===== src/rtl/time_digit_converter.sv =====
// ---------------------------------------------------------------------------
// time_digit_converter
//
// Converts a snapshot of the time-keeping counters into four BCD digit codes
// for the 7-segment decoders. Two fields are picked by mode, saturated to 99,
// and run through two parallel shift-add-3 (double-dabble) engines, one step
// per clock. The result is registered onto d3..d0 with a one-cycle out_valid.
//
// Parameters
//   FIELD_W   width of each time field input (4..7, default 7)
//
// Ports
//   clk        system clock, rising edge
//   rst_n      synchronous active-low reset
//   in_valid   request to convert hour/min/sec under the given mode
//   in_ready   high while idle; a request is taken when both are high
//   mode       0 = HH:MM, 1 = 00:SS, 2 = MM:SS, 3 = same as 0
//   hour/min/sec  unsigned binary time fields
//   out_valid  one-cycle strobe, d3..d0 and ovf were just updated
//   d3, d2     high/low digit of the left field (0..9, 16 = blank)
//   d1, d0     high/low digit of the right field (0..9)
//   ovf        a selected field exceeded 99 in the last conversion
//
// Build option
//   TIME_DIGIT_BLANK_EN  when defined, leading zeros of the left field are
//                        blanked (code 16) as the outputs load.
// ---------------------------------------------------------------------------
module time_digit_converter #(
  parameter int FIELD_W = 7
) (
  input  logic               clk,
  input  logic               rst_n,
  input  logic               in_valid,
  output logic               in_ready,
  input  logic [1:0]         mode,
  input  logic [FIELD_W-1:0] hour,
  input  logic [FIELD_W-1:0] min,
  input  logic [FIELD_W-1:0] sec,
  output logic               out_valid,
  output logic [4:0]         d3,
  output logic [4:0]         d2,
  output logic [4:0]         d1,
  output logic [4:0]         d0,
  output logic               ovf
);

  localparam logic [1:0] S_IDLE = 2'd0;
  localparam logic [1:0] S_CONV = 2'd1;
  localparam logic [1:0] S_DONE = 2'd2;

  localparam logic [2:0] LAST_STEP = 3'(FIELD_W - 1);
  localparam logic [7:0] SAT_MAX   = 8'd99;
  localparam logic [4:0] BLANK     = 5'd16;

  // Largest representable two-digit value; only reachable when FIELD_W = 7.
  function automatic logic over_range(input logic [FIELD_W-1:0] v);
    return (8'(v) > SAT_MAX);
  endfunction

  function automatic logic [FIELD_W-1:0] sat_field(input logic [FIELD_W-1:0] v);
    if (over_range(v)) begin
      return SAT_MAX[FIELD_W-1:0];
    end
    return v;
  endfunction

  // Double-dabble correction: any nibble of 5 or more would overflow past 9
  // after the next doubling, so pre-add 3 to carry into the next decade.
  function automatic logic [7:0] add3(input logic [7:0] b);
    logic [3:0] hi;
    logic [3:0] lo;
    hi = b[7:4];
    lo = b[3:0];
    if (hi >= 4'd5) hi = hi + 4'd3;
    if (lo >= 4'd5) lo = lo + 4'd3;
    return {hi, lo};
  endfunction

  logic [1:0]         state;
  logic [2:0]         step;

  logic [FIELD_W-1:0] left_bin;
  logic [FIELD_W-1:0] right_bin;
  logic [7:0]         left_bcd;
  logic [7:0]         right_bcd;
  logic               ovf_flag;
`ifdef TIME_DIGIT_BLANK_EN
  logic [1:0]         mode_r;
`endif

  logic [FIELD_W-1:0] left_sel;
  logic [FIELD_W-1:0] right_sel;
  logic [FIELD_W+7:0] left_shift;
  logic [FIELD_W+7:0] right_shift;
  logic [4:0]         nd3;
  logic [4:0]         nd2;
  logic [4:0]         nd1;
  logic [4:0]         nd0;

  assign in_ready = (state == S_IDLE);

  // Field selection by mode; mode 3 falls into the HH:MM default.
  always_comb begin
    left_sel  = hour;
    right_sel = min;
    case (mode)
      2'd1: begin
        left_sel  = '0;
        right_sel = sec;
      end
      2'd2: begin
        left_sel  = min;
        right_sel = sec;
      end
      default: begin
        left_sel  = hour;
        right_sel = min;
      end
    endcase
  end

  // One double-dabble step: correct the BCD nibbles, then shift the
  // combined {bcd, bin} register left so the next binary MSB enters.
  always_comb begin
    left_shift  = {add3(left_bcd),  left_bin}  << 1;
    right_shift = {add3(right_bcd), right_bin} << 1;
  end

  // Digit codes presented at load time, with optional leading-zero blanking.
  always_comb begin
    nd3 = {1'b0, left_bcd[7:4]};
    nd2 = {1'b0, left_bcd[3:0]};
    nd1 = {1'b0, right_bcd[7:4]};
    nd0 = {1'b0, right_bcd[3:0]};
`ifdef TIME_DIGIT_BLANK_EN
    if (mode_r == 2'd1) begin
      nd3 = BLANK;
      nd2 = BLANK;
    end else if (left_bcd[7:4] == 4'd0) begin
      nd3 = BLANK;
    end
`endif
  end

  // Control: state, step counter, and the registered outputs.
  always_ff @(posedge clk) begin
    if (!rst_n) begin
      state     <= S_IDLE;
      step      <= '0;
      out_valid <= 1'b0;
      d3        <= '0;
      d2        <= '0;
      d1        <= '0;
      d0        <= '0;
      ovf       <= 1'b0;
    end else begin
      out_valid <= 1'b0;
      case (state)
        S_IDLE: begin
          if (in_valid) begin
            state <= S_CONV;
            step  <= '0;
          end
        end
        S_CONV: begin
          if (step == LAST_STEP) begin
            state <= S_DONE;
          end else begin
            step <= step + 3'd1;
          end
        end
        S_DONE: begin
          d3        <= nd3;
          d2        <= nd2;
          d1        <= nd1;
          d0        <= nd0;
          ovf       <= ovf_flag;
          out_valid <= 1'b1;
          state     <= S_IDLE;
        end
        default: begin
          state <= S_IDLE;
        end
      endcase
    end
  end

  // Datapath: capture on accept, shift while converting.
  always_ff @(posedge clk) begin
    if (state == S_IDLE && in_valid) begin
      left_bin  <= sat_field(left_sel);
      right_bin <= sat_field(right_sel);
      left_bcd  <= '0;
      right_bcd <= '0;
      ovf_flag  <= over_range(left_sel) | over_range(right_sel);
`ifdef TIME_DIGIT_BLANK_EN
      mode_r    <= mode;
`endif
    end else if (state == S_CONV) begin
      left_bcd  <= left_shift[FIELD_W+7:FIELD_W];
      left_bin  <= left_shift[FIELD_W-1:0];
      right_bcd <= right_shift[FIELD_W+7:FIELD_W];
      right_bin <= right_shift[FIELD_W-1:0];
    end
  end

endmodule


===== config.mk =====
export PLATFORM = sky130hd
export DESIGN_NAME = time_digit_converter
export DESIGN_NICKNAME = d
export VERILOG_FILES = /design/src/rtl/time_digit_converter.sv
export SDC_FILE = /design/constraint.sdc
export NUM_CORES = 1
export LEC_CHECK = 0
export ABC_CLOCK_PERIOD_IN_PS = 1750
export CORE_MARGIN = 2
export CORE_UTILIZATION = 39
export CTS_CLUSTER_SIZE = 12
export DETAILED_ROUTE_END_ITERATION = 8
export SYNTH_ARGS = -nofsm -noshare
export SYNTH_HDL_FRONTEND = slang
export SYNTH_SLANG_ARGS = --single-unit

===== constraint.sdc =====
create_clock -name clk -period 1.75 [get_ports clk]
set_input_delay 0.35 -clock clk [delete_from_list [all_inputs] [get_ports clk]]
set_output_delay 0.35 -clock clk [all_outputs]
set_load 0.01 [all_outputs]

# Word-level counts from Yosys, hierarchy flattened
# Cells that the tools add are included.
# totals
reg_bits,54
input_bits,26
output_inout_bits,23
word_cells,65
# classes
n_addsub,5
magnitude_cmp,6
eq_ne,8
n_mux,25
n_bitwise,1
reduce_logical,7
# ops
op,count
$mux 7,9
$ge 4x3->1 const B,4
$gt 7x7->1 const B,2
$pmux 7 s2,1
$mux 3,4
$add 4x2->4 const B,2
$mux 4,2
$add 3x2->3 const B,2
$ne 2x2->1 const B,3
$pmux 3 s2,1
$mux 1,5
$eq 2x1->1 const B,2
$eq 2x2->1 const B,2
$mux 2,2
$pmux 2 s2,1
$reduce_bool 2->1,2
$add 3x1->3 const B,1
$eq 3x3->1 const B,1
$reduce_and 3->1,1
$logic_not 2->1,1
$reduce_and 2->1,1
$reduce_or 2->1,1
$logic_and 1x1->1,1
$or 1x1->1,1

# Depth between registers and ports, before layout
# Gate-level depths: netlist of run 1.
# logic_depth
ltp_word,8
ltp_mapped,8
ltp_nobuf,6

# Least setup slack after synthesis of run 1
# No wires, ideal clock.
# synth_timing
kind,input -> register
start,in mode[0]
end,reg right_bin[1] (data pin)
setup_ns,0.261
arrival_time_ns,1.407
t_required_ns,1.489
setup_slack_ns,0.082
stages,8
path_buffers,2
path_cell_list,inv_1 > ha_1 > buf_6 > buf_6 > nor4_1 > a21oi_1 > nand2_1 > a31oi_1
# synth_between
elab_chain_cells,8
elab_cells_between_ends,9
classes_between,order compare: 1; eq/ne: 2; mux: 5; reduce/logical: 1
# synth_rtl
element,line,text
"start, declared",35,"input logic [1:0] mode,"
$eq 2x2->1 or $eq 2x1->1 (tied branches),106,case (mode)
$reduce_or 2->1 (no source line) *,n/a,
$mux 7 *,106,
$gt 7x7->1,57,return (8'(v) > SAT_MAX);
$mux 1,61,if (over_range(v)) begin
$mux 1,190,if (state == S_IDLE && in_valid) begin
$mux 7 *,64,return v;
$mux 7 *,190,
"end signal, assigned",192,right_bin <= sat_field(right_sel);
"end signal, assigned",203,right_bin <= right_shift[FIELD_W-1:0];
"end, declared",83,logic [FIELD_W-1:0] right_bin;
# Every way passes the cells marked *; elsewhere a longest branch is shown, timed or not. The select of a mux whose other input is x is not followed.
# A chain may end at the register's enable or synchronous reset.

# Worst setup path after layout of run 1
# layout_timing
start,reg left_bcd[5]
end,reg left_bcd[6]
# layout_between
elab_chain_cells,2
elab_cells_between_ends,3
classes_between,add/sub: 1; order compare: 1; mux: 1
# layout_rtl
element,line,text
"start, declared",84,logic [7:0] left_bcd;
"start signal, assigned",200,left_bcd <= left_shift[FIELD_W+7:FIELD_W];
$ge 4x3->1 or $add 3x2->3 (tied branches),74,if (hi >= 4'd5) hi = hi + 4'd3;
$mux 3 *,74,
# Every way passes the cells marked *; elsewhere a longest branch is shown, timed or not.

==> results of run 1 <==
[kinds of logic (layout without fill, tap and decap cells)]
logic type | after synthesis | in the layout | synth area share
fa+ha+maj | 11 | 11 | 0.05011
mux | 10 | 10 | 0.03827
xor+xnor | 7 | 7 | 0.02232
flops | 54 | 54 | 0.4483
buf+inv | 32 | 93 | 0.06879
simple gates | 103 | 103 | 0.1740
compound gates | 77 | 77 | 0.1968
other cells | 1 | 4 | 0.001365
[cell usage after synthesis (all sizes together) (2+ instances only)]
library cell	n	area share
a21boi	17	0.046
dfxtp	39	0.28
mux2i	6	0.022
mux2	4	0.016
ha	11	0.050
nor2b	8	0.019
o21ai	21	0.040
o31ai	8	0.026
a22oi	3	0.0082
a21oi	20	0.047
nand3	16	0.031
o32ai	2	0.0091
xor2	2	0.0064
nand2b	6	0.014
nor2	13	0.019
clkbuf	4	0.0055
a31oi	2	0.0068
xnor2	5	0.016
edfxtp	15	0.16
inv	10	0.014
buf	17	0.048
nand2	53	0.075
and3	2	0.0046
[sequential cells by signal, summed over array words and instances (netlist names)]
signal / flops
d3: 4
ovf: 1
left_bin: 7
d1: 4
left_bcd: 8
d0: 4
right_bin: 7
right_bcd: 8
out_valid: 1
ovf_flag: 1
state: 2
d2: 4
step: 3
[per-stage QoR]
step                      power [mW]  utilization
final                          2.777       0.5241
after global routing           2.928       0.5241
after CTS                      2.801       0.5204
after detailed placement       2.030       0.5024
after global placement         2.017       0.5024
after floorplan                1.813            -
[layer usage]
layer,track usage,up-vias,part of all wire,routed length [um]
li1,-,1131,-,-
met2,0.2528,54,0.47,2536
met1,0.1911,964,0.47,2565
met5,0,-,0,0
met3,0.04053,10,0.043,236
met4,0.05175,0,0.019,106
[worst min-delay path by stage]
stage / from / end / slack (ns)
2_1_floorplan: left_bin[6] / left_bcd[0] / 0.43
3_3_place_gp: right_bin[6] / right_bcd[0] / 0.43
3_5_place_dp: d3[3] / d3[3] / 0.45
4_1_cts: d3[3] / d3[3] / 0.46
5_1_grt: ovf / ovf / 0.49
6_report: d3[3] / d3[3] / 0.46
[power by group through the flow]
stage | combinational [mW] | clock [mW] | sequential, mW
floorplan | 0.358 | 0 | 1.46
global placement | 0.546 | 0 | 1.47
detailed placement | 0.556 | 0 | 1.47
CTS | 0.565 | 0.791 | 1.44
global route | 0.642 | 0.828 | 1.46
finish | 0.571 | 0.761 | 1.44
[timing repair]
action                     CTS  global route
resized for setup            5             9
setup buffers                0             1
pin swaps                    2             4
setup endpoints to repair   13             7
gates cloned                 0             0
[worst max-delay path, cell delays in order, from the launching register on]
cell      delay (ns)
dfxtp_1         0.36
inv_1           0.08
ha_1            0.18
nand2b_1        0.15
a21oi_1         0.24
mux2_2          0.36
o21ai_0         0.13
[layout make-up]
type,count,share of cell area
Multi-Input combinational cell,212,0.3833
Sequential cell,54,0.3457
Timing Repair Buffer,74,0.1971
Clock buffer,8,0.02846
Inverter,11,0.01160
Tap cell,96,0.03373
==> impl_metrics.toml, run 1 <==
[outcome]
status = "complete, no violations"

[synthesis]
ys_seq_elements = 54
syn_area_per_cell_um2 = 9.310
yosysSeqAreaShare = 0.4483
async_flop_share = 0
synth_edf_count = 15
synth_cell_types = 47
syn_inst = 295
ys.flop_type = "dfxtp_1"
ys_warn_count = 0
synth_area_um2 = 2746

[layout]
multiInputGateArea_um2 = 1365
n_fill_cell = 633
drive_gt1_frac = 0.1755
design_area_um2 = 3561
insertedDiodeCount = 0
fin_cells = 455
nets = 395
seq_area_um2 = 1231
final_common_cell = "nand2_1"
layout_common_cells = "nand2_1, clkdlybuf4s50_1, dfxtp_1, buf_4, o21ai_0"
syn_to_final_growth_pct = 29.66

[grt]
grt_max_degree = 27
grt_overflow = 0
antenna_found_initial = 0
grt_pass1_wl_um = 9287
grt_use_total = 0.1520
grt_pass1_vias = 2043

[sta]
setup_tns_ns = 0
fin_skew_ns = 0.004160
hold_viol_final = 0
rsz0062_at_grt = "false"
hold_slack_ns = 0.4594
period_needed_ns = 1.559
finalSetupViolCount = 0
slew_violations = 0
fmax_mhz = 641.3
post-route-period-util = 0.8911
fin_ws_ns = 0.1906

[floorplanning]
dieArea_um2 = 7729
die_w_um = 87.92
dieHeight_um = 87.92
rows = 30
initial_utilization = 0.4042
fp.coreArea_um2 = 6794
io-pin-count = 49

[clocking]
clock_latency_ns = 0.30
htree_levels = 2
cts.path.max_buffers = 2
root_buffer = "clkbuf_8"
numClockSinks = 54
clk_pin_slew_ns = 0.09
hold_buffers = 0
cts_tree = "done"
numCtsBuffers = 5

[detailed_routing]
drt_wl_total_um = 5445
vias_per_cell = 4.745
postRouteAntennaNets = 0
drc = 0
post_drt_wl_per_cell_um = 11.97
firstDrtPassIters = 4
drtIter0Drc = 67
vias = 2159

[hold_path]
hold_path.class = "flop to flop"
hold_depth = 2

[placement]
place_congestion = 0.8386
place_hpwl_um = 4069
preCtsSetupSlack_ns = -0.5693
io_buffers = 44
place_area_um2 = 3413
placed_cells = 446

[setup_path]
startpoint = "left_bcd[5]"
worstReg2RegEnd = "left_bcd[6]"
worst_setup_path_end_kind = "flop"
regToRegSetupSlack_ns = 0.19
ff2ff_path_depth = 6
cp.arrival_ns = 1.80
r2r_start = "left_bcd[5]"
crit_end = "left_bcd[6]"
cp_data_required_time_ns = 1.99
start_kind = "flop"
crit_type = "flop to flop"
worstPathMaxFanout = 3

[pwr]
p_sw_mw = 0.7253
cellLeakagePower_nw = 1.315
p_sw_frac = 0.2612
power.density_nw_per_um2 = 779.7
peakVddDrop_mv = 0.3066
intPower_mw = 2.051
p_seq_frac = 0.520
combinationalPowerShare = 0.206
clkPwrFrac = 0.274

[flow_run]
max-cap-violations = 0
Note: power is estimated with default switching activity, not from simulation.
==> run 2, diff against run 1 <==
==> constraint.sdc (replaced) <==
create_clock -name clk -period 1.75 [get_ports clk]
set_input_delay 0.175 -clock clk [delete_from_list [all_inputs] [get_ports clk]]
set_output_delay 0.175 -clock clk [all_outputs]
set_load 0.01 [all_outputs]
==> impl_metrics.toml, run 2 (synthesized netlist as in run 1, its figures left out) <==
[outcome]
status = "complete, no violations"

[setup_path]
cp.arrival_ns = 1.68
worstPathMaxFanout = 13
regToRegSetupSlack_ns = 0.18
worst_setup_path_end_kind = "flop"
start_kind = "input pin"
crit_type = "input pin to flop"
worstReg2RegEnd = "right_bcd[6]"
r2r_start = "right_bcd[5]"
ff2ff_path_depth = 6
cp_data_required_time_ns = 1.82

[clocking]
numClockSinks = 54
clk_pin_slew_ns = 0.10
hold_buffers = 0
cts_setup_buffers = 0
clock_latency_ns = 0.31
cts_tree = "done"
root_buffer = "clkbuf_8"
htree_levels = 2
numCtsBuffers = 5
cts.path.max_buffers = 2

[floorplanning]
dieHeight_um = 87.92
initial_utilization = 0.4042
fp.coreArea_um2 = 6794
die_w_um = 87.92
rows = 30
io-pin-count = 49
dieArea_um2 = 7729

[sta]
fin_skew_ns = 0.004579
slew_headroom = 0.5752
finalSetupViolCount = 0
hold_slack_ns = 0.4638
slew_violations = 0
post-route-period-util = 0.9176
hold_viol_final = 0
rsz0062_at_grt = "false"
period_needed_ns = 1.606
fin_ws_ns = 0.1442
worst_pin_slew_ns = 0.6352
fmax_mhz = 622.7

[placement]
place_congestion = 0.8330
place_area_um2 = 3381
place_hpwl_um = 4069
io_buffers = 44
preCtsSetupSlack_ns = -0.3970
placed_cells = 440

[detailed_routing]
vias_per_cell = 4.797
postRouteAntennaNets = 0
firstDrtPassIters = 4
post_drt_wl_per_cell_um = 12.13
drtIter0Drc = 85
drc = 0
vias = 2149
drt_wl_total_um = 5433

[hold_path]
min-delay-start = "right_bin[6]"
hold_path.class = "flop to flop"
worstHoldEndpoint = "right_bcd[0]"
hold_depth = 2

[pwr]
cellLeakagePower_nw = 1.271
intPower_mw = 2.032
p_sw_mw = 0.7421
power.density_nw_per_um2 = 791.0
p_sw_frac = 0.2675
power_mw = 2.774
p_seq_frac = 0.520
peakVddDrop_mv = 0.3539
clkPwrFrac = 0.281
combinationalPowerShare = 0.199

[flow_run]
max-cap-violations = 0

[layout]
nets = 388
seq_area_um2 = 1231
final_common_cell = "nand2_1"
drive_gt1_frac = 0.1591
multiInputGateArea_um2 = 1360
syn_to_final_growth_pct = 27.70
design_area_um2 = 3507
insertedDiodeCount = 0
n_fill_cell = 650
layout_common_cells = "nand2_1, clkdlybuf4s50_1, dfxtp_1, buf_4, o21ai_0"
top_regs = "left_bcd: 8 flops, right_bcd: 8 flops"
fin_cells = 448

[grt]
grt_busiest_layer = "met2"
grtUsageMet2 = 0.2472
met1_usage = 0.1968
grt_use_total = 0.1516
grt_overflow = 0
grt_max_degree = 27
grt_pass1_vias = 2015
grt_pass1_wl_um = 9266
antenna_found_initial = 0
use_met3 = 0.03864
[run 2: cell types whose count changed in the layout (fill, tap and decap cells not counted), moves of 2 or more]
cell,previous run,this run
clkdlybuf4s50_1,41,44
buf_6,2,0
clkinv_2,0,2
clkbuf_1,2,0
dlymetal6s2s_1,2,0
buf_4,26,20
[run 2: timing repair]
| item | in CTS | in global routing |
|---|---|---|
| setup endpoints to repair | 4 | 6 |
| gates resized for setup | 1 | 3 |
| gates cloned | 0 | 0 |
[run 2: worst max-delay path, stage by stage]
cell and delay (ns):
clkdlybuf4s50_1 0.45, inv_1 0.06, ha_4 0.29, buf_4 0.18
nor4_2 0.26, a21oi_1 0.07, nand2_1 0.11, a31oi_1 0.09
[run 2: how the worst max path moves through the flow]
| stage | depth (start not counted) | start | to | slack [ns] |
|---|---|---|---|---|
| after floorplan | 4 | state[0] | left_bin[0] | 0.20 |
| after global placement | 8 | mode[0] | right_bin[1] | -0.36 |
| after detailed placement | 8 | mode[0] | right_bin[1] | -0.40 |
| after CTS | 7 | mode[0] | left_bin[1] | 0.07 |
| after global routing | 6 | right_bcd[5] | right_bcd[6] | 0.04 |
| final | 8 | mode[0] | right_bin[1] | 0.14 |
[run 2: layout make-up]
type	instances	area share
Clock inverter	2	0.002854
Tap cell	96	0.03425
Inverter	11	0.01177
Sequential cell	54	0.3511
Multi-Input combinational cell	212	0.3878
Timing Repair Buffer	67	0.1855
Clock buffer	6	0.02676
[run 2: power by group through the flow]
stage          sequential [mW]  combinational (mW)  clock, mW
4_1_cts                   1.44               0.552      0.807
6_report                  1.44               0.553      0.779
5_1_grt                   1.46               0.621      0.851
3_5_place_dp              1.47               0.549          0
2_1_floorplan             1.46               0.358          0
3_3_place_gp              1.47               0.540          0
[run 2: through the flow]
step	util	TNS [ns]
3_5_place_dp	0.4976	-4.239
2_1_floorplan	-	0
3_3_place_gp	0.4976	-3.841
5_1_grt	0.5162	0
4_1_cts	0.5133	0
6_report	0.5162	0
[run 2: layer usage]
metal  vias up  share of wire
met3         7          0.044
met1       970           0.49
met4         0          0.013
met2        50           0.46
li1       1122              -
met5         -              0
